## src/rtl/dbus_timer_pkg.sv

```systemverilog
// dbus_timer_pkg
//   Shared definitions for the memory-mapped machine timer: register word
//   offsets inside the 32-byte window, CTRL bit positions, reset constants,
//   the bus FSM state type and a byte-mask merge helper.
package dbus_timer_pkg;

    // Byte-enable width of the data bus.
    localparam int unsigned DBUS_MASK = 4;

    // Register offsets as word indices (addr[4:2]).
    localparam logic [2:0] OFF_CTRL        = 3'd0;  // 0x00
    localparam logic [2:0] OFF_PRESCALE    = 3'd1;  // 0x04
    localparam logic [2:0] OFF_MTIME_LO    = 3'd2;  // 0x08
    localparam logic [2:0] OFF_MTIME_HI    = 3'd3;  // 0x0C
    localparam logic [2:0] OFF_MTIMECMP_LO = 3'd4;  // 0x10
    localparam logic [2:0] OFF_MTIMECMP_HI = 3'd5;  // 0x14

    localparam int unsigned CTRL_EN_BIT     = 0;
    localparam int unsigned CTRL_INT_EN_BIT = 1;

    localparam logic [63:0] MTIMECMP_RESET = 64'hFFFF_FFFF_FFFF_FFFF;

    typedef enum logic [1:0] {
        StIdle,
        StWait,
        StResp
    } bus_state_e;

    // Replace the bytes of old_val selected by mask with those of new_val.
    function automatic logic [31:0] apply_mask(input logic [31:0]          old_val,
                                               input logic [31:0]          new_val,
                                               input logic [DBUS_MASK-1:0] mask);
        logic [31:0] res;
        res = old_val;
        for (int n = 0; n < DBUS_MASK; n++) begin
            if (mask[n]) begin
                res[8*n +: 8] = new_val[8*n +: 8];
            end
        end
        return res;
    endfunction

endpackage

```

## src/rtl/dbus_timer_tick_gen.sv

```systemverilog
// timer_tick_gen
//   Prescaler for the machine timer. While en=1 the counter runs
//   0..prescale and tick pulses for one cycle on the terminal count, so
//   prescale=0 ticks every cycle. en=0 freezes the counter without clearing.
// Ports:
//   clk       system clock
//   rst       asynchronous active-high reset
//   en        count enable (CTRL.EN)
//   prescale  reload value
//   tick      one-cycle increment strobe for mtime
module timer_tick_gen #(
    parameter int unsigned PRESCALE_W = 16
) (
    input  logic                  clk,
    input  logic                  rst,
    input  logic                  en,
    input  logic [PRESCALE_W-1:0] prescale,
    output logic                  tick
);

    logic [PRESCALE_W-1:0] cnt_q;

    // >= so that lowering prescale below a frozen count still terminates.
    assign tick = en && (cnt_q >= prescale);

    always_ff @(posedge clk or posedge rst) begin
        if (rst) begin
            cnt_q <= '0;
        end else if (tick) begin
            cnt_q <= '0;
        end else if (en) begin
            cnt_q <= cnt_q + PRESCALE_W'(1);
        end
    end

endmodule

```

## src/rtl/dbus_timer.sv

```systemverilog
// dbus_timer
//   Machine timer responder on the core data bus. Holds a 64-bit mtime
//   counter advanced by a prescaler, a 64-bit mtimecmp and a level timer
//   interrupt. Each request is acknowledged with a one-cycle ready strobe
//   after WAIT_CYCLES wait states; out-of-window accesses are acknowledged,
//   reads return 0 and writes are dropped.
// Ports:
//   clk, rst        clock, asynchronous active-high reset
//   I_dbus_req      request valid, held until O_dbus_ready
//   I_dbus_we       1 = write, 0 = read
//   I_dbus_addr     byte address (bits [1:0] ignored)
//   I_dbus_data     write data
//   I_dbus_mask     write byte enables
//   O_dbus_data     read data, valid while O_dbus_ready=1
//   O_dbus_ready    completion strobe
//   O_timer_int     timer interrupt (INT_EN & mtime >= mtimecmp)
module dbus_timer
    import dbus_timer_pkg::*;
#(
    parameter logic [31:0] BASE_ADDR   = 32'h0200_0000,
    parameter int unsigned WAIT_CYCLES = 1,
    parameter int unsigned PRESCALE_W  = 16
) (
    input  logic                 clk,
    input  logic                 rst,
    input  logic                 I_dbus_req,
    input  logic                 I_dbus_we,
    input  logic [31:0]          I_dbus_addr,
    input  logic [31:0]          I_dbus_data,
    input  logic [DBUS_MASK-1:0] I_dbus_mask,
    output logic [31:0]          O_dbus_data,
    output logic                 O_dbus_ready,
    output logic                 O_timer_int
);

    localparam logic [2:0] WAIT_INIT = (WAIT_CYCLES == 0) ? 3'd0 : 3'(WAIT_CYCLES - 1);

    // Bus FSM state and latched request.
    bus_state_e           state_q;
    logic [2:0]           wait_cnt_q;
    logic                 ready_q;
    logic                 we_q;
    logic                 hit_q;
    logic [2:0]           off_q;
    logic [31:0]          data_q;
    logic [DBUS_MASK-1:0] mask_q;

    // Timer registers.
    logic                  ctrl_en_q;
    logic                  ctrl_int_en_q;
    logic [PRESCALE_W-1:0] prescale_q;
    logic [63:0]           mtime_q;
    logic [63:0]           mtime_d;
    logic [63:0]           mtimecmp_q;
    logic [31:0]           hi_shadow_q;
    logic                  int_q;

    logic        tick;
    logic        commit;
    logic        rd_mtime_lo;
    logic [31:0] rdata;

    logic unused_addr;
    assign unused_addr = ^I_dbus_addr[1:0];

    timer_tick_gen #(
        .PRESCALE_W (PRESCALE_W)
    ) u_tick_gen (
        .clk      (clk),
        .rst      (rst),
        .en       (ctrl_en_q),
        .prescale (prescale_q),
        .tick     (tick)
    );

    // ready_q is high exactly while the FSM sits in StResp.
    always_ff @(posedge clk or posedge rst) begin
        if (rst) begin
            state_q    <= StIdle;
            wait_cnt_q <= '0;
            ready_q    <= 1'b0;
            we_q       <= 1'b0;
            hit_q      <= 1'b0;
            off_q      <= '0;
            data_q     <= '0;
            mask_q     <= '0;
        end else begin
            ready_q <= 1'b0;
            case (state_q)
                StIdle: begin
                    if (I_dbus_req) begin
                        we_q   <= I_dbus_we;
                        hit_q  <= (I_dbus_addr[31:5] == BASE_ADDR[31:5]);
                        off_q  <= I_dbus_addr[4:2];
                        data_q <= I_dbus_data;
                        mask_q <= I_dbus_mask;
                        if (WAIT_CYCLES == 0) begin
                            state_q <= StResp;
                            ready_q <= 1'b1;
                        end else begin
                            state_q    <= StWait;
                            wait_cnt_q <= WAIT_INIT;
                        end
                    end
                end
                StWait: begin
                    if (wait_cnt_q == 3'd0) begin
                        state_q <= StResp;
                        ready_q <= 1'b1;
                    end else begin
                        wait_cnt_q <= wait_cnt_q - 3'd1;
                    end
                end
                StResp: begin
                    state_q <= StIdle;
                end
                default: begin
                    state_q <= StIdle;
                end
            endcase
        end
    end

    assign commit      = ready_q && we_q && hit_q;
    assign rd_mtime_lo = ready_q && !we_q && hit_q && (off_q == OFF_MTIME_LO);

    // A bus write to either mtime half overrides the tick for that cycle.
    always_comb begin
        mtime_d = mtime_q;
        if (tick) begin
            mtime_d = mtime_q + 64'd1;
        end
        if (commit && (off_q == OFF_MTIME_LO)) begin
            mtime_d = {mtime_q[63:32], apply_mask(mtime_q[31:0], data_q, mask_q)};
        end
        if (commit && (off_q == OFF_MTIME_HI)) begin
            mtime_d = {apply_mask(mtime_q[63:32], data_q, mask_q), mtime_q[31:0]};
        end
    end

    always_ff @(posedge clk or posedge rst) begin
        if (rst) begin
            ctrl_en_q     <= 1'b0;
            ctrl_int_en_q <= 1'b0;
            prescale_q    <= '0;
            mtime_q       <= '0;
            mtimecmp_q    <= MTIMECMP_RESET;
            hi_shadow_q   <= '0;
            int_q         <= 1'b0;
        end else begin
            if (commit && (off_q == OFF_CTRL) && mask_q[0]) begin
                ctrl_en_q     <= data_q[CTRL_EN_BIT];
                ctrl_int_en_q <= data_q[CTRL_INT_EN_BIT];
            end
            if (commit && (off_q == OFF_PRESCALE)) begin
                prescale_q <= PRESCALE_W'(apply_mask(32'(prescale_q), data_q, mask_q));
            end
            if (commit && (off_q == OFF_MTIMECMP_LO)) begin
                mtimecmp_q[31:0] <= apply_mask(mtimecmp_q[31:0], data_q, mask_q);
            end
            if (commit && (off_q == OFF_MTIMECMP_HI)) begin
                mtimecmp_q[63:32] <= apply_mask(mtimecmp_q[63:32], data_q, mask_q);
            end
            mtime_q <= mtime_d;
            // Freeze the upper half seen by a LO read so a later HI read pairs with it.
            if (rd_mtime_lo) begin
                hi_shadow_q <= mtime_q[63:32];
            end
            int_q <= ctrl_int_en_q && (mtime_q >= mtimecmp_q);
        end
    end

    always_comb begin
        rdata = '0;
        if (hit_q) begin
            case (off_q)
                OFF_CTRL:        rdata = {30'd0, ctrl_int_en_q, ctrl_en_q};
                OFF_PRESCALE:    rdata = 32'(prescale_q);
                OFF_MTIME_LO:    rdata = mtime_q[31:0];
                OFF_MTIME_HI:    rdata = hi_shadow_q;
                OFF_MTIMECMP_LO: rdata = mtimecmp_q[31:0];
                OFF_MTIMECMP_HI: rdata = mtimecmp_q[63:32];
                default:         rdata = '0;
            endcase
        end
    end

    // Read data reflects live register values during the response cycle.
    assign O_dbus_data  = ready_q ? rdata : 32'd0;
    assign O_dbus_ready = ready_q;
    assign O_timer_int  = int_q;

endmodule

```

## config.mk

```make
export PLATFORM = sky130hd
export DESIGN_NAME = dbus_timer
export DESIGN_NICKNAME = d
export VERILOG_FILES = /design/src/rtl/dbus_timer_pkg.sv /design/src/rtl/dbus_timer_tick_gen.sv /design/src/rtl/dbus_timer.sv
export SDC_FILE = /design/constraint.sdc
export NUM_CORES = 1
export LEC_CHECK = 0
export ABC_AREA = 1
export CORE_ASPECT_RATIO = 1.75
export CORE_MARGIN = 4
export CORE_UTILIZATION = 25
export DETAILED_ROUTE_END_ITERATION = 6
export PLACE_DENSITY = 0.45
export SLEW_MARGIN = 0
export SYNTH_ARGS = -nofsm -noshare
export SYNTH_HDL_FRONTEND = slang
export SYNTH_HIERARCHICAL = 1
export SYNTH_SLANG_ARGS = --single-unit
```

## constraint.sdc

```tcl
create_clock -name clk -period 15.6 [get_ports clk]
set_clock_uncertainty 0.05 [all_clocks]
set_input_delay 3.12 -clock clk [delete_from_list [all_inputs] [get_ports clk]]
set_output_delay 3.12 -clock clk [all_outputs]
set_load 0.01 [all_outputs]
```

# After elaboration in Yosys (flattened, before gate mapping)
# Index checks and enable logic that the tools add are counted.
# classes
add_sub_neg,3
order_cmp,2
n_eq_ne,19
n_mux,20
n_bitwise,1
n_reduce_logical,43
# ops
cell,count
$mux 64,3
$pmux 32 s6,1
$add 64x1->64 const B,1
$ge 64x64->1,1
$mux 32,2
$mux 16,2
$mux 8,4
$eq 27x21->1 const B,1
$reduce_and 3->1,9
$reduce_and 2->1,12
$ne 2x2->1 const B,11
$add 16x1->16 const B,1
$ge 16x16->1,1
$logic_and 1x1->1,14
$reduce_bool 2->1,4
$eq 3x2->1 const B,2
$eq 3x3->1 const B,2
$logic_not 3->1,2
$mux 3,2
$pmux 3 s2,1
$mux 2,2
$pmux 2 s2,1
$eq 3x1->1 const B,1
$sub 3x1->3 const B,1
6 further kinds,7
# word_totals
regBits,242
inputBits,72
out_inout_bits,34
word_cells,119

# Depth between registers and ports, before layout
# Gate-level depths: netlist (run 1).
# depth
ltp_word,5
depth_mapped,19

# By module
# Netlist (run 1), hierarchy kept.
# by_module_without_submodules
mod,n_inst,cells_per_inst,area_each_um2
dbus_timer,1,1893,13957.1
timer_tick_gen,1,179,1347.5

# Worst setup path after synthesis (run 1)
# OpenSTA, ideal clock, no wires.
# synth_path
path_kind,register to output
start,register off_q[2]
end,output O_dbus_data[10]
arrival_ps,1348
t_required_ps,12430
setup_slack_ps,11082
path_stages_with_launch,7
cell_sequence,dfrtp_1 nor2_4 inv_2 nor2_4 buf_1 a221oi_1 a21oi_1
# synth_via
elab_chain_len,4
word_cells_on_any_way,9
classes_between,5 x eq/ne; 3 x mux; 1 x reduce/logical
# synth_rtl
item,line_no,rtl
"start, declared",dbus_timer.sv:44,logic [2:0] off_q;
"start signal, assigned",dbus_timer.sv:94,off_q <= I_dbus_addr[4:2];
$eq 3x3->1 (tied with other cells),dbus_timer.sv:176,case (off_q)
$pmux 32 s6 (*),dbus_timer.sv:176,
$mux 32 (*),dbus_timer.sv:175,if (hit_q) begin
$mux 32 (*),dbus_timer.sv:189,assign O_dbus_data = ready_q ? rdata : 32'd0;
"end, declared",dbus_timer.sv:31,"output logic [31:0] O_dbus_data,"
# Every way passes the cells marked *; elsewhere a longest branch is shown, timed or not.

# Final worst setup path (run 1)
# Ends and elaborated chain as after synthesis.

==> out/metrics.cfg, run 1 <==
[run_status]
status = completed

[route]
postRouteAntennaNets = 0
met3_wirelength_mm = 1.60
vias_per_cell = 4.81
postRouteWirelength_mm = 62.7
avgRoutedWirePerCell_um = 21.2
num_vias = 14200
wl_met1_mm = 21.9
route.met2.wl_mm = 35.4
firstDrtPassIters = 7
drc = 0
drtIter0Drc = 790
top_layer = met4

[setup_path]
cp.required_ns = 12.43
critPathTopFamily = simple AND/OR/NAND/NOR gates
cp_common_cell = nor2_4
crit_chain = nor2_4, inv_2, nor2_4, a221oi_1, a21oi_1, clkdlybuf4s50_1
critPathKind = flip-flop to primary output
worstPathMaxFanout = 33
cp_slowest_cell = nor2_4
critPathArrivalTime_ns = 3.21
startpoint_type = flip-flop
cp-end-kind = primary output
critPathBufInv = 2
max_stage_delay_ns = 0.89

[floorplan]
design.die.area_um2 = 65400
core.rowCount = 119
initial_core_util_pct = 25.3
core_um2 = 60500
io_pins = 106
dieWidth_um = 195
die_h_um = 335

[placement]
numPortBuffers = 103
gp_congestion = 0.969
dpl_worst_slack_ns = 9.78
place_hpwl_mm = 49.4

[synthesis]
synth_cell_types = 49
syn_nets = 2228
synth_cells = 2072
synth-seq-area-share_pct = 40.1
avgSynthCellArea_um2 = 7.39
ys_warn_count = 6
ys_seq_elements = 242
synthesis.area_um2 = 15300

[timing]
setup_viol = 0
grt_setup_unrepaired = no
setup-tns-final_ns = 0
layout_setup_ws_ns = 9.22
finalHoldViolCount = 0
maxSlewHeadroom_pct = 19.8
clock.fmax_ghz = 0.157
finalMaxSlewViolations = 0
fin_crit_sh_pct = 40.9
min_period_ns = 6.38
worstMarginPinSlew_ns = 1.20

[clock_network]
insertion_delay_ns = 0.57
cts_buffers = 26
ctsResizeCount = 0
clock_sinks = 242
h-tree-depth = 1
cts_hold_buf = 0
clock-root-buffer = clkbuf_16
post_cts_buffers = 0
clock_path_buffers = 3
tritoncts = done
cts.reportedPaths.clkPinSlew_ns = 0.06

[cells_and_area]
fill_cells = 6665
utilization_pct = 29.9
area_growth_pct = 18.1
layout-drive-gt1-share_pct = 9.68
fin_nets = 2306
antenna_cells = 0

[global_route]
grt_pass1_vias = 14800
antenna_found_initial = 0
grt_usage_pct = 18.8
gr-total-overflow = 0
grt_max_degree = 109
grt_pass1_wl_mm = 93.5

[power_and_ir_drop]
power_density_nw_per_um2 = 94.6
vdd_drop_max_mv = 0.0707
p_leak_nw = 7.38
finalPower_mw = 1.71

[worst_hold_path]
hold_class = flip-flop to flip-flop

[job]
max_cap_viol_count = 0

## tightest hold or removal path, cell delays in order (launching register included)
cell and delay, ns:
dfstp_2 0.37, nand2_1 0.05, o21ai_0 0.07
## kinds of logic (layout without fill, tap and decap cells)
group / count (synthesis) / after routing / share of synthesized area (%)
and+or+nand+nor: 902 / 902 / 25.3
AOI/OAI and AO/OA: 473 / 473 / 17.2
buffers and inverters: 341 / 439 / 8.67
DFF: 242 / 242 / 40.1
adders and majority gates: 84 / 84 / 6.87
xor gates and xnor gates: 26 / 26 / 1.49
muxes: 4 / 4 / 0.294
## area by class of cell
cell class	instances	area (µm²)	share of cell area (%)
clock buffer	38	797	4.41
clock inverter	10	133	0.734
inverter	279	1060	5.86
multi-input combinational	1489	7870	43.5
sequential	242	6140	33.9
tap	786	983	5.44
timing repair buffer	112	1100	6.08
## power by group
part           switching [mW]  internal (mW)
Clock                   0.282          0.403
Combinational           0.228         0.0613
Sequential             0.0485          0.686
## Yosys cell counts (all sizes together)
library cell,count,share of area [%]
a22oi,7,0.34
o21ai,241,8.0
nand2,544,14
a21o,1,0.049
xnor2,3,0.17
a41oi,1,0.057
ha,84,6.9
mux2,4,0.29
buf,21,0.78
nor3b,2,0.098
a211oi,1,0.049
nor4,6,0.25
nand3,70,2.5
nand3b,3,0.15
nor2,238,7.0
o21bai,2,0.098
dfstp,64,11
xor2,23,1.3
clkbuf,41,1.0
dfrtp,178,29
a221oi,30,1.7
nor3,11,0.39
inv,279,6.9
a31oi,1,0.041
or2,1,0.041
o31ai,3,0.15
a21oi,140,4.8
o22ai,38,1.6
nand4,27,1.1
o211ai,4,0.20
o21a,4,0.20
## through the flow
| step | instances | hold slack [ns] | instance area, µm² |
|---|---|---|---|
| 6_report | 2956 | 0.438 | 18100 |
| 3_5_place_dp | 2908 | 0.427 | 17100 |
| 4_1_cts | 2956 | 0.443 | 18100 |
| 3_3_place_gp | 2908 | 0.417 | 17100 |
| 2_1_floorplan | 2072 | 0.402 | 15300 |
| 5_1_grt | 2956 | 0.451 | 18100 |
## cells in the final DEF, fill, tap and decap left out, types with 5 or more instances in the layout
cell type,Yosys,final
o22ai_1,38,38
clkinv_2,0,5
dfrtp_1,178,178
buf_4,2,9
clkbuf_16,0,27
a22oi_1,7,7
nor2_1,206,206
clkdlybuf4s50_1,0,103
ha_1,84,84
nand2_4,5,5
inv_1,258,257
a21oi_1,134,134
o21ai_1,18,18
nor4_1,6,6
nor2_2,18,17
nand2_1,526,525
o21ai_0,221,220
inv_2,19,19
nor3_1,10,10
nand2_2,13,14
dfstp_2,64,64
nor2_4,10,11
nand3_1,66,65
a221oi_1,30,30
nand4_1,27,27
clkbuf_8,0,8
xor2_1,23,23
## per-layer routing
| layer | global-route usage [%] | vias up |
|---|---|---|
| met3 | 1.43 | 122 |
| met4 | 9.92 | 0 |
| met5 | 0 | - |
| met1 | 18.6 | 6814 |
| li1 | - | 6948 |
| met2 | 38.0 | 329 |
## state kept, by name, indices dropped and copies added (netlist names), 2 cells and up
name / flops
state_q: 2
mask_q: 4
mtime_q: 64
prescale_q: 16
u_tick_gen/cnt_q: 16
data_q: 32
hi_shadow_q: 32
off_q: 3
mtimecmp_q: 64
wait_cnt_q: 3
## worst paths after layout
path	from	end	slack (ns)	depth (start not counted)
setup / recovery	off_q[2]	O_dbus_data[10]	9.22	6
hold / removal	mtimecmp_q[29]	mtimecmp_q[29]	0.44	2
setup reg to reg	hit_q	mtime_q[13]	11.84	11
hold reg to reg	mtimecmp_q[29]	mtimecmp_q[29]	0.44	2
max in group asynchronous	rst	hi_shadow_q[20]	10.91	3
min in group asynchronous	rst	u_tick_gen/cnt_q[6]	3.07	2
Power figures use the tool's default switching activity.
==> inputs of run 2 (changes only) <==
Settings changed: PLACE_DENSITY 0.45 to 0.47.
Clock period 15.6 ns to 5.55 ns, I/O delays scaled along.
==> run 2 against run 1 <==
Sequential share of layout area rose by 0.099 points. Hold slack barely moved. Highest routed layer unchanged. Largest cell class unchanged. Core utilization fell by 0.087 points. Critical endpoint is now O_dbus_data[13]. Largest power group unchanged. Non-clock buffer count rose by 3. Final cell count barely moved. Die area did not move.
==> out/metrics.cfg, run 2 (synthesis results as in run 1) <==
[setup_path]
cp-end-kind = primary output
critPathKind = flip-flop to primary output
worstPathMaxFanout = 30  ; -9.1%
startpoint_type = flip-flop
critPathArrivalTime_ns = 3.17  ; -0.04 ns
cp.required_ns = 4.39  ; -8.04 ns

[floorplan]
dieWidth_um = 195  ; unchanged
initial_core_util_pct = 25.3  ; unchanged
die_h_um = 335  ; unchanged
design.die.area_um2 = 65400  ; unchanged
io_pins = 106  ; unchanged
core.rowCount = 119  ; unchanged
core_um2 = 60500  ; unchanged

[timing]
setup_viol = 0  ; unchanged
finalMaxSlewViolations = 0  ; unchanged
fin_crit_sh_pct = 78.0
min_period_ns = 4.33
maxSlewHeadroom_pct = 24.5  ; +4.7 points
finalHoldViolCount = 0  ; unchanged
setup-tns-final_ns = 0  ; unchanged
layout_setup_ws_ns = 1.22  ; -8.00 ns
grt_setup_unrepaired = no
clock.fmax_ghz = 0.231
worstMarginPinSlew_ns = 1.13  ; -0.0701 ns

[cells_and_area]
antenna_cells = 0  ; unchanged
reg_top3 = mtime_q (64), mtimecmp_q (64)
utilization_pct = 29.8  ; -0.087 points
layout_common_cells = 525 x nand2_1, 257 x inv_1, 220 x o21ai_0
fin_nets = 2308  ; +0.087%
area_growth_pct = 17.7
final_common_cell = nand2_1
layout-drive-gt1-share_pct = 9.59  ; -0.088 points
seq_area_um2 = 6140  ; unchanged
fill_cells = 6658  ; -0.11%
multi_input_area_um2 = 7870  ; unchanged

[global_route]
gr-total-overflow = 0  ; unchanged
grt_usage_pct = 18.6  ; -0.13 points
grtUsageMet1_pct = 17.6  ; -1.1 points
grt_busiest_layer = met2
grt_util_met2_pct = 36.0  ; -2.0 points
grt_pass1_vias = 14900  ; +0.66%
grt_pass1_wl_mm = 92.7  ; -0.87%
use_met3_pct = 2.09  ; +0.66 points
grt_max_degree = 152  ; +39%
antenna_found_initial = 0  ; unchanged

[clock_network]
post_cts_buffers = 0  ; unchanged
clock_sinks = 242  ; unchanged
cts.reportedPaths.clkPinSlew_ns = 0.06  ; about the same
ctsResizeCount = 0  ; unchanged
cts_buffers = 25  ; -3.8%
clock-root-buffer = clkbuf_16
insertion_delay_ns = 0.58  ; about the same
cts_hold_buf = 0  ; unchanged
h-tree-depth = 1  ; unchanged
tritoncts = done
clock_path_buffers = 3  ; unchanged

[route]
drc = 0  ; unchanged
firstDrtPassIters = 5  ; -2
avgRoutedWirePerCell_um = 21.1  ; -0.61%
vias_per_cell = 4.84  ; +0.58%
num_vias = 14300  ; +0.54%
postRouteAntennaNets = 0  ; unchanged
postRouteWirelength_mm = 62.3  ; -0.64%
drtIter0Drc = 852  ; +7.8%

[run_status]
status = completed

[job]
max_cap_viol_count = 0  ; unchanged

[power_and_ir_drop]
vdd_drop_max_mv = 0.196  ; +180%
p_leak_nw = 7.34  ; -0.58%
power_density_nw_per_um2 = 262  ; +180%
finalPower_mw = 4.71  ; +180%

[placement]
dpl_worst_slack_ns = 1.75  ; -8.03 ns
gp_congestion = 0.984  ; +1.5%
numPortBuffers = 103  ; unchanged
place_hpwl_mm = 49.1  ; -0.63%

[worst_hold_path]
hold_class = flip-flop to flip-flop

==> run 2: changes by cell type in the layout (fill, tap and decap cells not counted), sizes merged <==
cell      before  now
inv          279  278
buf            9   12
clkbuf        38   34
clkinvlp       0    4
clkinv         7    4
==> run 2: metrics by stage <==
step	std cells	area, µm²	hold slack, ns
floorplan	2072	15300	0.402
global placement	2911	17200	0.417
detailed placement	2911	17200	0.426
CTS	2955	18000	0.441
global route	2955	18000	0.456
finish	2955	18000	0.438
==> run 2: layout make-up <==
class / instances / area share, %
well taps: 786 / 5.46
inverters: 279 / 5.86
repair buffers: 115 / 6.29
flip-flops and latches: 242 / 34.0
clock buffers: 34 / 3.94
multi-input cells: 1489 / 43.7
clock inverters: 10 / 0.757
==> run 2: worst max-delay path, cell delays in order, from the launching register on <==
cell             delay, ns
dfrtp_1               0.43
nor2_4                0.14
inv_2                 0.07
nor2_4                0.85
a221oi_1              0.18
a21oi_1               0.31
clkdlybuf4s50_1       0.60
==> run 2: worst paths after layout <==
path	start	endpoint	slack (ns)	depth (start not counted)
max in group asynchronous	rst	data_q[20]	3.29	3
max	off_q[2]	O_dbus_data[13]	1.22	6
min reg2reg	hi_shadow_q[1]	hi_shadow_q[1]	0.44	2
min	hi_shadow_q[1]	hi_shadow_q[1]	0.44	2
min in group asynchronous	rst	mtime_q[42]	0.94	2
max reg2reg	off_q[2]	mtime_q[47]	2.09	10
==> run 2: power by group <==
group	internal (mW)	leakage, nW	switching (mW)
combinational	0.180	3.86	0.649
clock	1.03	0.407	0.784
sequential	1.93	3.07	0.139
total	3.14	7.34	1.57
==> run 2: routing by layer <==
layer  vias to the layer above  wire length, µm
met5                         -                0
met3                       191             2240
met1                      6718            20700
met2                       435            33600
met4                         0             5770
li1                       6946                -
